File: src/rtl/frogger_pkg.sv
// Shared game definitions: FSM encoding, lane count and per-lane base car-speed dividers.
// Also used by the car-position datapath, so keep lane order stable.
package frogger_pkg;

  localparam int FROGGER_NUM_LANES = 6;
  localparam int DIV_W             = 24;
  localparam logic [DIV_W-1:0] DIV_ONE = 24'd1;

  typedef enum logic [2:0] {
    IDLE     = 3'd0,
    RUN      = 3'd1,
    PAUSE    = 3'd2,
    HIT      = 3'd3,
    LEVEL_UP = 3'd4,
    GAMEOVER = 3'd5
  } state_t;

  // Element [0] is the rightmost entry.
  localparam logic [FROGGER_NUM_LANES-1:0][DIV_W-1:0] LANE_BASE_DIV = {
    24'd120000, 24'd200000, 24'd100000, 24'd150000, 24'd100000, 24'd50000
  };

endpackage

File: src/rtl/lane_divider.sv
// One lane's car-speed divider: counts run cycles and emits a registered one-cycle
// step every div cycles; clear zeroes the count, deasserted run holds it.
module lane_divider
  import frogger_pkg::*;
(
  input  logic             clk,
  input  logic             reset,
  input  logic             run,
  input  logic             clear,
  input  logic [DIV_W-1:0] div,
  output logic             step
);

  logic [DIV_W-1:0] cnt_q, cnt_d;
  logic             step_q, step_d;

  always_comb begin
    cnt_d  = cnt_q;
    step_d = 1'b0;
    if (clear) begin
      cnt_d = '0;
    end else if (run) begin
      if (cnt_q >= div - DIV_ONE) begin
        step_d = 1'b1;
        cnt_d  = '0;
      end else begin
        cnt_d = cnt_q + DIV_ONE;
      end
    end
  end

  always_ff @(posedge clk) begin
    if (reset) begin
      cnt_q  <= '0;
      step_q <= 1'b0;
    end else begin
      cnt_q  <= cnt_d;
      step_q <= step_d;
    end
  end

  assign step = step_q;

endmodule

File: src/rtl/traffic_scheduler.sv
// Frogger game FSM plus per-lane car step strobes. Define TRAFFIC_LEVEL_RAMP_EN to make
// lane dividers shrink with level (floored at MIN_DIV); otherwise dividers stay at base.
module traffic_scheduler
  import frogger_pkg::*;
#(
  parameter int                               NUM_LANES     = FROGGER_NUM_LANES,
  parameter logic [DIV_W-1:0]                 LEVEL_STEP    = 24'd10000,
  parameter logic [DIV_W-1:0]                 MIN_DIV       = 24'd20000,
  parameter logic [DIV_W-1:0]                 FREEZE_CYCLES = 24'd12500000,
  parameter int                               START_LIVES   = 3,
  parameter logic [NUM_LANES-1:0][DIV_W-1:0]  LANE_DIV      = LANE_BASE_DIV
) (
  input  logic                 clk,
  input  logic                 reset,
  input  logic                 start,
  input  logic                 pause_toggle,
  input  logic                 collision,
  input  logic                 goal,
  output logic [NUM_LANES-1:0] lane_step,
  output logic [3:0]           level,
  output logic [1:0]           lives,
  output logic [2:0]           state
);

  state_t           state_q, state_d;
  logic [3:0]       level_q, level_d;
  logic [1:0]       lives_q, lives_d;
  logic [DIV_W-1:0] freeze_q, freeze_d;
  logic             run_en, clr_en;
  logic [NUM_LANES-1:0][DIV_W-1:0] eff_div;

  always_comb begin
    state_d  = state_q;
    level_d  = level_q;
    lives_d  = lives_q;
    freeze_d = freeze_q;
    case (state_q)
      IDLE, GAMEOVER: begin
        if (start) begin
          state_d = RUN;
          lives_d = 2'(START_LIVES);
          level_d = 4'd0;
        end
      end
      RUN: begin
        if (collision) begin
          if (lives_q > 2'd1) begin
            state_d  = HIT;
            lives_d  = lives_q - 2'd1;
            freeze_d = '0;
          end else begin
            state_d = GAMEOVER;
            lives_d = 2'd0;
          end
        end else if (goal) begin
          state_d = LEVEL_UP;
          if (level_q != 4'd15) level_d = level_q + 4'd1;
        end else if (pause_toggle) begin
          state_d = PAUSE;
        end
      end
      PAUSE: if (pause_toggle) state_d = RUN;
      HIT: begin
        if (freeze_q >= FREEZE_CYCLES - DIV_ONE) begin
          state_d  = RUN;
          freeze_d = '0;
        end else begin
          freeze_d = freeze_q + DIV_ONE;
        end
      end
      LEVEL_UP: state_d = RUN;
      default:  state_d = IDLE;
    endcase
  end

  always_ff @(posedge clk) begin
    if (reset) begin
      state_q  <= IDLE;
      level_q  <= 4'd0;
      lives_q  <= 2'd0;
      freeze_q <= '0;
    end else begin
      state_q  <= state_d;
      level_q  <= level_d;
      lives_q  <= lives_d;
      freeze_q <= freeze_d;
    end
  end

  // Counters advance only on cycles that stay in RUN, so the registered strobe never
  // lands in a non-RUN state; every state other than RUN/PAUSE keeps them cleared.
  assign run_en = (state_q == RUN) && (state_d == RUN);
  assign clr_en = !((state_q == RUN) || (state_q == PAUSE));

`ifdef TRAFFIC_LEVEL_RAMP_EN
  logic [NUM_LANES-1:0][DIV_W-1:0] eff_div_q, eff_div_d;
  logic game_start;

  function automatic logic [DIV_W-1:0] ramp_div(input logic [DIV_W-1:0] base,
                                                input logic [3:0]       lvl);
    logic [DIV_W+3:0] dec;
    logic [DIV_W-1:0] diff;
    dec = {{DIV_W{1'b0}}, lvl} * {4'd0, LEVEL_STEP};
    if (dec >= {4'd0, base}) begin
      ramp_div = MIN_DIV;
    end else begin
      diff     = base - dec[DIV_W-1:0];
      ramp_div = (diff < MIN_DIV) ? MIN_DIV : diff;
    end
  endfunction

  assign game_start = start && ((state_q == IDLE) || (state_q == GAMEOVER));

  always_comb begin
    eff_div_d = eff_div_q;
    for (int i = 0; i < NUM_LANES; i++) begin
      if (game_start)                 eff_div_d[i] = ramp_div(LANE_DIV[i], 4'd0);
      else if (state_q == LEVEL_UP)   eff_div_d[i] = ramp_div(LANE_DIV[i], level_q);
    end
  end

  always_ff @(posedge clk) begin
    if (reset) eff_div_q <= LANE_DIV;
    else       eff_div_q <= eff_div_d;
  end

  assign eff_div = eff_div_q;
`else
  assign eff_div = LANE_DIV;
`endif

  for (genvar i = 0; i < NUM_LANES; i++) begin : g_lane
    lane_divider u_lane_divider (
      .clk   (clk),
      .reset (reset),
      .run   (run_en),
      .clear (clr_en),
      .div   (eff_div[i]),
      .step  (lane_step[i])
    );
  end

  assign level = level_q;
  assign lives = lives_q;
  assign state = state_q;

endmodule

File: config.mk
export PLATFORM = sky130hd
export DESIGN_NAME = traffic_scheduler
export DESIGN_NICKNAME = d
export VERILOG_FILES = /design/src/rtl/frogger_pkg.sv /design/src/rtl/lane_divider.sv /design/src/rtl/traffic_scheduler.sv
export SDC_FILE = /design/constraint.sdc
export NUM_CORES = 1
export LEC_CHECK = 0
export CAP_MARGIN = 15
export CORE_MARGIN = 1.5
export CORE_UTILIZATION = 40
export CTS_BUF_LIST = sky130_fd_sc_hd__clkbuf_2
export DETAILED_ROUTE_END_ITERATION = 8
export REMOVE_ABC_BUFFERS = 1
export SYNTH_ARGS = -nofsm -noshare
export SYNTH_HDL_FRONTEND = slang
export SYNTH_SLANG_ARGS = --single-unit
File: constraint.sdc
create_clock -name clk -period 4.1 [get_ports clk]
set_input_delay 0.82 -clock clk [delete_from_list [all_inputs] [get_ports clk]]
set_output_delay 0.82 -clock clk [all_outputs]
set_load 0.01 [all_outputs]
==> After elaboration in Yosys (flattened, before gate mapping) <==
Index checks and enable logic that the tools add are counted.
{ "classes": {"bitwise": 2, "order_cmp": 8, "addsub": 9, "div": 0, "shifts": 0, "n_eq_ne": 13, "n_reduce_logical": 11, "mux": 33, "n_mul": 0} }
{ "ops": {"columns": ["op", "n"], "rows": [
  ["$mux W24", 9],
  ["$add A24 B1 Y24 const B", 7],
  ["$ge A24 B17 Y1 const B", 3],
  ["$ge A24 B18 Y1 const B", 2],
  ["$pmux W24 S2", 1],
  ["$ge A24 B16 Y1 const B", 1],
  ["$ge A24 B24 Y1 const B", 1],
  ["$mux W3", 7],
  ["$mux W4", 4],
  ["$pmux W3 S5", 1],
  ["$ne A2 B2 Y1 const B", 6],
  ["$pmux W4 S2", 1],
  ["$eq A3 B1 Y1 const B", 2],
  ["$eq A3 B2 Y1 const B", 2],
  ["$eq A3 B3 Y1 const B", 2],
  ["$mux W1", 6],
  ["$mux W2", 3],
  ["$reduce_and A3 Y1", 2],
  ["$reduce_and A5 Y1", 1],
  ["$add A4 B1 Y4 const B", 1],
  ["$ne A4 B4 Y1 const B", 1],
  ["$pmux W2 S2", 1],
  ["$reduce_bool A2 Y1", 2],
  ["$reduce_or A2 Y1", 2],
  ["7 further kinds", 8]
]} }
{ "totals": {"latch_bits": 0, "out_inout_bits": 15, "rom_bits": 0, "input_bits": 6, "reg_bits": 183, "ramBits": 0, "mem_count": 0} }

==> Depth between registers and ports, before layout <==
Gate-level depths: netlist of run 1.
{ "logic_depth": {"word_depth": 8, "mapped_depth": 9} }

==> Modules after synthesis <==
From an unflattened synthesis of run 1, not the netlist that was laid out.
{ "hier_totals": {"hier_cells": 1703, "hier_area_um2": 14234.9} }
{ "modules_own_cells": {"columns": ["mod", "cells_per_inst", "area_each_um2", "n_inst"], "rows": [
  ["lane_divider at g_lane[0].u_lane_divider ...", 245, 2059.5, 5],
  ["lane_divider at g_lane[2].u_lane_divider", 249, 2099.5, 1],
  ["traffic_scheduler", 229, 1838.0, 1]
]} }

==> Worst setup path after synthesis of run 1 <==
Ideal clock, no wire load.
{ "synth_timing": {"kind": "in2reg", "from": "in collision", "to": "reg g_lane[4].u_lane_divider.cnt_q[0]", "cell_stages": 8, "arrival_time_ns": 2.479, "setup_slack_ns": 1.504, "t_required_ns": 3.983, "cell_sequence": "buf_2 -> a21o_1 -> o221a_2 -> or3_4 -> buf_6 -> o21ai_1 -> buf_2 -> nor2_1"} }
{ "synth_via": {"elab_chain_len": 4} }
{ "synth_rtl": {"columns": ["item", "line_no", "rtl"], "rows": [
  ["start: declaration", "traffic_scheduler.sv:17", "input logic collision,"],
  ["$mux W3", "traffic_scheduler.sv:46", "if (collision) begin"],
  ["$pmux W3 S5", "traffic_scheduler.sv:37", "case (state_q)"],
  ["$eq A3 B1 Y1", "traffic_scheduler.sv:92", "assign run_en = (state_q == RUN) && (state_d == RUN);"],
  ["$logic_and A1 B1 Y1", "traffic_scheduler.sv:92", null],
  ["end signal: assignment", "lane_divider.sv:37", "cnt_q <= cnt_d;"],
  ["end: declaration", "lane_divider.sv:14", "logic [DIV_W-1:0] cnt_q, cnt_d;"]
]} }
No other way between the ends.
A chain may end at the register's enable or synchronous reset.

==> Worst setup path in the final report of run 1 <==
{ "layout_timing": {"from": "reg state_q[1] (netlist: state[1])", "to": "out state[1]"} }
{ "layout_rtl": {"columns": ["item", "line_no", "rtl"], "rows": [
  ["start: declaration", "traffic_scheduler.sv:25", "state_t state_q, state_d;"],
  ["start signal: assignment", "traffic_scheduler.sv:83", "state_q <= state_d;"],
  ["end: declaration", "traffic_scheduler.sv:22", "output logic [2:0] state"]
]} }
No word-level cell between the ends.

==> results of run 1 <==
[metal layers]
layer / up-vias / GRT usage
li1: 3424 / -
met1: 3047 / 0.213
met2: 77 / 0.246
met3: 13 / 0.0316
met4: 0 / 0.0455
met5: - / 0
[kinds of logic (layout without fill, tap and decap cells)]
kind of cell	Yosys count	after routing	share of synthesized area
fa+ha+maj	8	8	0.0119
flops	183	183	0.435
compound gates	112	112	0.0834
other cells	0	1	0
simple gates	501	501	0.314
buf+inv	62	81	0.0387
mux	1	1	0.00119
xor+xnor	112	112	0.116
[power groups by stage]
stage	registers [mW]	logic [mW]	clock network, mW
floorplan	1.84	0.100	0
global placement	1.84	0.183	0
detailed placement	1.84	0.184	0
CTS	1.81	0.184	1.11
global route	1.81	0.200	1.18
finish	1.81	0.181	1.07
[synth_stat cells (all sizes together), types with 5 or more instances]
cell type,n,area (um^2)
or3,6,42.5
xor2,48,420
dfxtp,183,3660
nand3,44,220
nand2,67,251
a41oi,5,43.8
and2,6,37.5
a21oi,38,190
o21ai,24,135
or4,5,37.5
nor2,193,724
inv,18,67.6
buf,33,218
and3,16,100
and4,8,70.1
nand4,50,313
clkbuf,11,41.3
ha,8,100
nor3,61,440
nor4,29,285
xnor2,64,561
a31oi,23,144
[worst paths after layout]
| check | startpoint | end | slack (ps) | cells past startpoint |
|---|---|---|---|---|
| max reg2reg | state[0] | g_lane[5].u_lane_divider.cnt_q[11] | 1450 | 7 |
| max | state[1] | state[1] | 1250 | 1 |
| min | g_lane[3].u_lane_divider.cnt_q[19] | g_lane[3].u_lane_divider.cnt_q[19] | 490 | 2 |
| min reg2reg | g_lane[3].u_lane_divider.cnt_q[19] | g_lane[3].u_lane_divider.cnt_q[19] | 490 | 2 |
[registers in the layout (all words and copies together) (netlist names)]
| signal | cells |
|---|---|
| level | 4 |
| g_lane.u_lane_divider.cnt_q | 144 |
| state | 3 |
| g_lane.u_lane_divider.step | 6 |
| lives | 2 |
| freeze_q | 24 |
[stage by stage]
stage / cells / hold slack (ps) / TNS, ps
finish: 1269 / 491 / 0
global placement: 1238 / 447 / 0
CTS: 1268 / 495 / 0
detailed placement: 1238 / 458 / 0
floorplan: 935 / 429 / -58990
global route: 1269 / 525 / 0
[final cells by class]
| class | instances | area, um^2 | area share |
|---|---|---|---|
| multi-input cells | 734 | 4440 | 0.487 |
| flip-flops and latches | 183 | 3660 | 0.401 |
| well taps | 270 | 338 | 0.0370 |
| repair buffers | 33 | 323 | 0.0354 |
| clock inverters | 13 | 203 | 0.0222 |
| clock buffers | 17 | 85.1 | 0.00932 |
| inverters | 18 | 67.6 | 0.00740 |
| diodes | 1 | 2.50 | 0.000274 |
==> metrics.md, run 1 <==
| Metric | Value |
|---|---|
| Status | `finished clean` |
| Logic pwr share | `0.059` |
| Psw | `0.746 mW` |
| Clk_lat worst skew | `730 ps` |
| Synthesized flop and latch total | `183` |
| Commonest register cell after synthesis | `dfxtp_1` |
| Delay of the slowest critical-path stage | `700 ps` |
| CP Launch Type | `flip-flop` |
| RSZ-0062 raised after global routing | `false` |
| Placed instance area | `8830 um^2` |
| Fin. max-slew vios | `0` |
| TritonCTS clock tree | `done` |
| Final instance area | `9130 um^2` |
| Total power | `3.06 mW` |
| TritonCTS Buffers | `17` |
| Synth Warn # | `0` |
| Wl on met1 | `8420 um` |
| Sequential power share | `0.592` |
| Worst path cell trace | `clkdlybuf4s50_1` |
| Layout cell share with drive strength beyond 1 | `0.0952` |
| Post-Syn Instances | `979` |
| Fmax | `351 MHz` |
| GRT overflow | `0` |
| Worst setup margin | `1250 ps` |
| DR pass1 iterations | `4` |
| Internal Power | `2.31 mW` |
| DR vias/cell | `5.17` |
| CP delay by family, top | `flip-flops` |
| VDD IR max | `153 uV` |
| PortBufs | `20` |
| Most frequent cells in the layout | `nor2_1, dfxtp_1, nand2_1, xnor2_1, nand4_1` |
| H-tree Lvls | `4` |
| WL per Instance | `12.8 um` |
| I/O Pins | `21` |
| Post-synthesis sequential area ratio | `0.435` |
| Die extent in x | `148 um` |
| Remaining antenna violation count | `0` |
| Cell row count | `52` |
| Sw frac | `0.244` |
| Die footprint | `21900 um^2` |
| Initial core utilization | `0.413` |
| Pleak | `2.78 nW` |
| Mapped Area | `8430 um^2` |
| Post-DP HPWL | `10700 um` |
| Initial antenna violation count | `1` |
| Rel. slew slack | `0.411` |
| Area Growth Syn to Fin | `8.27%` |
| Commonest non-fill, non-tap cell in the layout | `nor2_1` |
| Gr usage total | `0.155` |
| CP Max Fanout | `13` |
| Clk buf depth | `2` |
| Final WL | `16200 um` |
| Die Height | `148 um` |
| Vias | `6561` |
| Netlist cell types | `53` |
| Crit path kind | `reg -> out` |
| Final nets | `1001` |
| DR WL met2 | `7120 um` |
| Postcts setup bufs | `0` |
| CP max-delay cell | `dfxtp_1` |
| CTS sink count | `183` |
| # setup viols final | `0` |
| First-pass GRT wire length | `28500 um` |
| Initial DRC count | `342` |
| Fillers | `2073` |
| Post-Place Setup Slack | `714 ps` |
| Max-cap violations | `0` |
| Vias in the first global route | `6092` |
| Crit path required time | `3280 ps` |
| Clock transition at path regs | `260 ps` |
| Clock Power Share | `0.349` |
| Post-CTS sizing | `0` |
| Min Clock Period, post-route | `2850 ps` |
| Highest routed layer | `met4` |
| Pwr Density | `335 nW/um^2` |
| Post-synthesis area per instance | `8.61 um^2` |
| HP Class | `reg -> reg` |
| Hold-fix buffers, CTS | `0` |
| CTS Root Cell | `clkbuf_2` |
| Met3 Wirelength | `468 um` |
| Nature of the critical path endpoint | `output pin` |
| FFs w/ async S/R, synth | `0` |
| Number of flops mapped to enable cells by yosys | `0` |
| GPL Wtd Cong | `0.752` |
| Buf/Inv on CP | `1` |
| DRC viols | `0` |
| Fin crit share | `0.696` |
| Arr. time, crit path | `2030 ps` |
| Core Region | `20400 um^2` |
| Worst Tran Pin Value | `879 ps` |
| Util after Layout | `0.447` |
| Endpoints failing hold | `0` |
| Clk_skew | `45.9 ps` |
| Maximum number of pins on one net before global-route repair | `57` |
Note: power is estimated with default switching activity, not from simulation.
==> run 2, diff against run 1 <==
==> constraint.sdc (replaced) <==
create_clock -name clk -period 3 [get_ports clk]
set_input_delay 0.6 -clock clk [delete_from_list [all_inputs] [get_ports clk]]
set_output_delay 0.6 -clock clk [all_outputs]
set_load 0.01 [all_outputs]
==> run 2 against run 1 <==
Clock power increased by 33%. Cell area increased by 2.5%. Worst hold slack got worse by 2.4 ps. Largest power group unchanged. Count of clock-buffer cells in the layout unchanged. Critical path depth unchanged. Sequential power increased by 36%. Non-clock buffer count increased by 22. Via count increased by 1.5%.
==> metrics.md, run 2 (synthesis gave the netlist of run 1 again) <==
| Metric | Value |
|---|---|
| Layout cell share with drive strength beyond 1 | `0.118` |
| Initial antenna violation count | `1` |
| Clock transition at path regs | `250 ps` |
| Initial core utilization | `0.413` |
| Most frequent cells in the layout | `nor2_1, dfxtp_1, nand2_1, xnor2_1, nand4_1` |
| Remaining antenna violation count | `0` |
| Nature of the critical path endpoint | `output pin` |
| Min Hold Slack | `489 ps` |
| WL per Instance | `12.6 um` |
| Crit path from | `state[1]` |
| CTS Root Cell | `clkbuf_2` |
| Die footprint | `21900 um^2` |
| Post-DP HPWL | `11100 um` |
| Postcts setup bufs | `0` |
| Met2 Track Usage GR | `0.247` |
| CP delay by family, top | `flip-flops` |
| GRT overflow | `0` |
| Gr usage total | `0.155` |
| I/O Pins | `21` |
| Crit path required time | `2400 ps` |
| Worst path cell trace | `clkdlybuf4s50_1` |
| Endpoints failing hold | `0` |
| Final WL | `16300 um` |
| Met1 usage | `0.209` |
| Area Growth Syn to Fin | `11.0%` |
| DR vias/cell | `5.15` |
| Global route hottest layer | `met2` |
| Maximum number of pins on one net before global-route repair | `25` |
| Worst setup margin | `356 ps` |
| DRC viols | `0` |
| Met3 GRT Util | `0.0383` |
| Cell row count | `52` |
| Initial DRC count | `340` |
| Delay of the slowest critical-path stage | `680 ps` |
| Arr. time, crit path | `2040 ps` |
| TritonCTS Buffers | `17` |
| Commonest non-fill, non-tap cell in the layout | `nor2_1` |
| Placed instance area | `9060 um^2` |
| Fin crit share | `0.881` |
| Final instance area | `9350 um^2` |
| Vias in the first global route | `6124` |
| First-pass GRT wire length | `28200 um` |
| Clk buf depth | `2` |
| CP Max Fanout | `13` |
| Min Clock Period, post-route | `2640 ps` |
| Die Height | `148 um` |
| Rel. slew slack | `0.652` |
| Worst reg2reg startpoint | `freeze_q[0]` |
| GPL Wtd Cong | `0.773` |
| Pwr Density | `448 nW/um^2` |
| Total power | `4.19 mW` |
| H-tree Lvls | `4` |
| Post-CTS sizing | `0` |
| Hold-fix buffers, CTS | `0` |
| Pleak | `2.90 nW` |
| Util after Layout | `0.458` |
| # setup viols final | `0` |
| TritonCTS clock tree | `done` |
| Final nets | `1023` |
| Buf/Inv on CP | `1` |
| Status | `finished clean` |
| Hold Startpoint | `g_lane[5].u_lane_divider.cnt_q[20]` |
| Fin. max-slew vios | `0` |
| Placed Instances | `1260` |
| VDD IR max | `214 uV` |
| Core Region | `20400 um^2` |
| RSZ-0062 raised after global routing | `false` |
| Max FFs per register | `144` |
| CTS sink count | `183` |
| CP max-delay cell | `dfxtp_1` |
| Die extent in x | `148 um` |
| Register name with the most flops | `g_lane.u_lane_divider.cnt_q` |
| CP Launch Type | `flip-flop` |
| Fmax | `378 MHz` |
| DR pass1 iterations | `5` |
| Worst Tran Pin Value | `519 ps` |
| Post-Place Setup Slack | `38.4 ps` |
| Clk_skew | `47.0 ps` |
| Non-filler cells in the finished layout | `1293` |
| Vias | `6658` |
| Max-cap violations | `0` |
| PortBufs | `20` |
| Crit path kind | `reg -> out` |
| Setup TNS | `0 ps` |
| Clk_lat worst skew | `770 ps` |
| HP Class | `reg -> reg` |
## run 2: changes by cell type in the layout (fill, tap and decap cells not counted), sizes merged
cell / change
inv: -1
clkinv: +1
buf: +22
bufinv: -1
clkinvlp: +3
## run 2: worst paths after layout
kind                                              to  slack (ps)  depth (start not counted)
setup / recovery                            state[1]         360                          1
hold / removal    g_lane[5].u_lane_divider.cnt_q[20]         490                          2
setup reg to reg                        freeze_q[10]         460                          8
hold reg to reg   g_lane[5].u_lane_divider.cnt_q[20]         490                          2
## run 2: layout make-up
cell class	count	area [um^2]
fillers	2029	11100
repair buffers	55	551
well taps	270	338
diodes	1	2.50
inverters	18	67.6
clock inverters	15	201
flip-flops and latches	183	3660
multi-input cells	734	4440
clock buffers	17	85.1
## run 2: report_power, final
group | internal, mW | switching, mW | total [mW]
Sequential | 2.45 | 0.0170 | 2.47
Combinational | 0.125 | 0.177 | 0.302
Clock | 0.552 | 0.869 | 1.42
Total | 3.13 | 1.06 | 4.19
## run 2: layer usage
layer / part of all wire / vias up
met5: 0 / -
met4: 0.0083 / 0
met3: 0.029 / 12
met2: 0.44 / 64
met1: 0.53 / 3111
li1: - / 3471
==> run 3, diff against run 2 <==
--- a/config.mk
+++ b/config.mk
@@ -7,7 +7,7 @@
 export LEC_CHECK = 0
 export CAP_MARGIN = 15
 export CORE_MARGIN = 1.5
-export CORE_UTILIZATION = 40
+export CORE_UTILIZATION = 35
 export CTS_BUF_LIST = sky130_fd_sc_hd__clkbuf_2
 export DETAILED_ROUTE_END_ITERATION = 8
 export REMOVE_ABC_BUFFERS = 1
==> run 3 against run 2 <==
Die area increased by 14%. Critical path type unchanged. Critical path depth stayed put. Largest power group unchanged. Utilization down 6.4 points. Final cell count is 3.1% higher. Cell area is 0.84% lower. Worst setup slack better by 41 ps. Clock skew shrank 9.8 ps. Count of clock-buffer cells in the layout grew 1. Sequential power hardly changed. Combinational power shrank 8.3%. Flip-flop and latch count did not move. Sequential share of layout area rose by 0.33 points.
==> metrics.md, run 3 (synthesis gave the netlist of run 1 again) <==
| Metric | Value |
|---|---|
| Status | `finished clean` |
| CTS sink count | `183` |
| Worst Tran Pin Value | `655 ps` |
| VDD IR max | `219 uV` |
| RSZ-0062 raised after global routing | `false` |
| Initial core utilization | `0.358` |
| H-tree Lvls | `4` |
| Worst setup margin | `396 ps` |
| I/O Pins | `21` |
| Buf/Inv on CP | `1` |
| Crit. path cell count | `1` |
| DRC viols | `0` |
| Commonest non-fill, non-tap cell in the layout | `nor2_1` |
| Vias | `6613` |
| Layout cell share with drive strength beyond 1 | `0.111` |
| Area of the multi-input gates | `4440 um^2` |
| First-pass GRT wire length | `27800 um` |
| Initial DRC count | `471` |
| Worst Reg-to-Reg Cells | `8` |
| Area Growth Syn to Fin | `10.0%` |
| TritonCTS Buffers | `17` |
| Crit path from | `state[1]` |
| Die extent in x | `158 um` |
| Postcts setup bufs | `0` |
| Register name with the most flops | `g_lane.u_lane_divider.cnt_q` |
| Endpoints failing hold | `0` |
| Nature of the critical path endpoint | `output pin` |
| Fillers | `2432` |
| Crit path kind | `reg -> out` |
| Post-Place Setup Slack | `109 ps` |
| Flop-to-flop setup slack | `570 ps` |
| Final WL | `15900 um` |
| Fin crit share | `0.868` |
| Remaining antenna violation count | `0` |
| Pwr Density | `430 nW/um^2` |
| Rel. slew slack | `0.561` |
| Clk_skew | `37.2 ps` |
| Pleak | `2.84 nW` |
| Storage element area | `3660 um^2` |
| TritonCTS clock tree | `done` |
| Clock transition at path regs | `240 ps` |
| Max-cap violations | `0` |
| CP Launch Type | `flip-flop` |
| Non-filler cells in the finished layout | `1333` |
| Clk buf depth | `2` |
| DR vias/cell | `4.96` |
| GPL Wtd Cong | `0.775` |
| Delay of the slowest critical-path stage | `680 ps` |
| Placed instance area | `9030 um^2` |
| CP delay by family, top | `flip-flops` |
| Wl on met1 | `8370 um` |
| DR pass1 iterations | `5` |
| Crit path required time | `2400 ps` |
| Core Region | `23500 um^2` |
| CP max-delay cell | `dfxtp_1` |
| FF-to-FF End | `freeze_q[16]` |
| Clk_lat worst skew | `720 ps` |
| Final instance area | `9270 um^2` |
| Worst reg2reg startpoint | `freeze_q[0]` |
| Most frequent cells in the layout | `nor2_1, dfxtp_1, nand2_1, xnor2_1, nand4_1` |
| Critical path endpoint | `state[1]` |
| Max FFs per register | `144` |
| Met3 Wirelength | `575 um` |
| Hold-fix buffers, CTS | `0` |
| WL per Instance | `12.0 um` |
| Worst path cell trace | `clkdlybuf4s50_1` |
| Initial antenna violation count | `1` |
| DR WL met2 | `6870 um` |
| Fin. max-slew vios | `0` |
| Maximum number of pins on one net before global-route repair | `25` |
| HP Class | `reg -> reg` |
| CP Max Fanout | `13` |
| Post-DP HPWL | `11000 um` |
| Vias in the first global route | `5875` |
| GRT overflow | `0` |
| Post-CTS sizing | `0` |
| Setup TNS | `0 ps` |
| Final nets | `1014` |
| # setup viols final | `0` |
| Cell row count | `56` |
| PortBufs | `20` |
| Arr. time, crit path | `2000 ps` |
| Die Height | `158 um` |
| Fmax | `384 MHz` |
| Placed Instances | `1300` |
| CTS Root Cell | `clkbuf_2` |
| Gr usage total | `0.135` |
| Die footprint | `25000 um^2` |
| Min Clock Period, post-route | `2600 ps` |
| Highest routed layer | `met4` |
## run 3: cell types whose count changed in the layout (fill, tap and decap cells not counted)
cell	delta
buf_12	-2
buf_4	-7
bufinv_16	-2
clkbuf_2	+1
clkinv_2	+1
clkinv_4	-1
inv_8	+1
## run 3: final cells by class
| type | instances | share of cell area |
|---|---|---|
| Tap cell | 319 | 0.0430 |
| Inverter | 18 | 0.00729 |
| Clock inverter | 14 | 0.0161 |
| Multi-Input combinational cell | 734 | 0.479 |
| Antenna cell | 1 | 0.000270 |
| Timing Repair Buffer | 46 | 0.0494 |
| Clock buffer | 18 | 0.00972 |
| Sequential cell | 183 | 0.395 |
## run 3: how the worst min path moves through the flow
stage / from / endpoint / slack [ps] / cells after the start
finish: g_lane[4].u_lane_divider.cnt_q[19] / g_lane[4].u_lane_divider.cnt_q[19] / 490 / 2
global route: g_lane[5].u_lane_divider.cnt_q[20] / g_lane[5].u_lane_divider.cnt_q[20] / 520 / 2
CTS: g_lane[4].u_lane_divider.cnt_q[19] / g_lane[4].u_lane_divider.cnt_q[19] / 490 / 2
detailed placement: g_lane[0].u_lane_divider.cnt_q[15] / g_lane[0].u_lane_divider.cnt_q[15] / 460 / 2
global placement: g_lane[3].u_lane_divider.cnt_q[16] / g_lane[3].u_lane_divider.cnt_q[16] / 450 / 2
floorplan: g_lane[0].u_lane_divider.cnt_q[15] / g_lane[0].u_lane_divider.cnt_q[15] / 430 / 2
## run 3: power by group
part	switching, mW	total, mW	internal (mW)
registers	0.0214	2.47	2.45
clock network	0.850	1.24	0.392
logic	0.166	0.277	0.110
total	1.04	3.99	2.95
## run 3: layer usage
| layer | up-vias | GRT usage |
|---|---|---|
| met5 | - | 0 |
| met4 | 0 | 0.0307 |
| met3 | 7 | 0.0307 |
| met2 | 99 | 0.209 |
| met1 | 3045 | 0.188 |
| li1 | 3462 | - |
## run 3: through the flow
| step | hold slack, ps | util | power (mW) |
|---|---|---|---|
| 2_1_floorplan | 429 | - | 2.65 |
| 3_3_place_gp | 448 | 0.384 | 2.80 |
| 3_5_place_dp | 463 | 0.384 | 2.80 |
| 4_1_cts | 493 | 0.394 | 4.06 |
| 5_1_grt | 515 | 0.394 | 4.20 |
| 6_report | 492 | 0.394 | 3.99 |
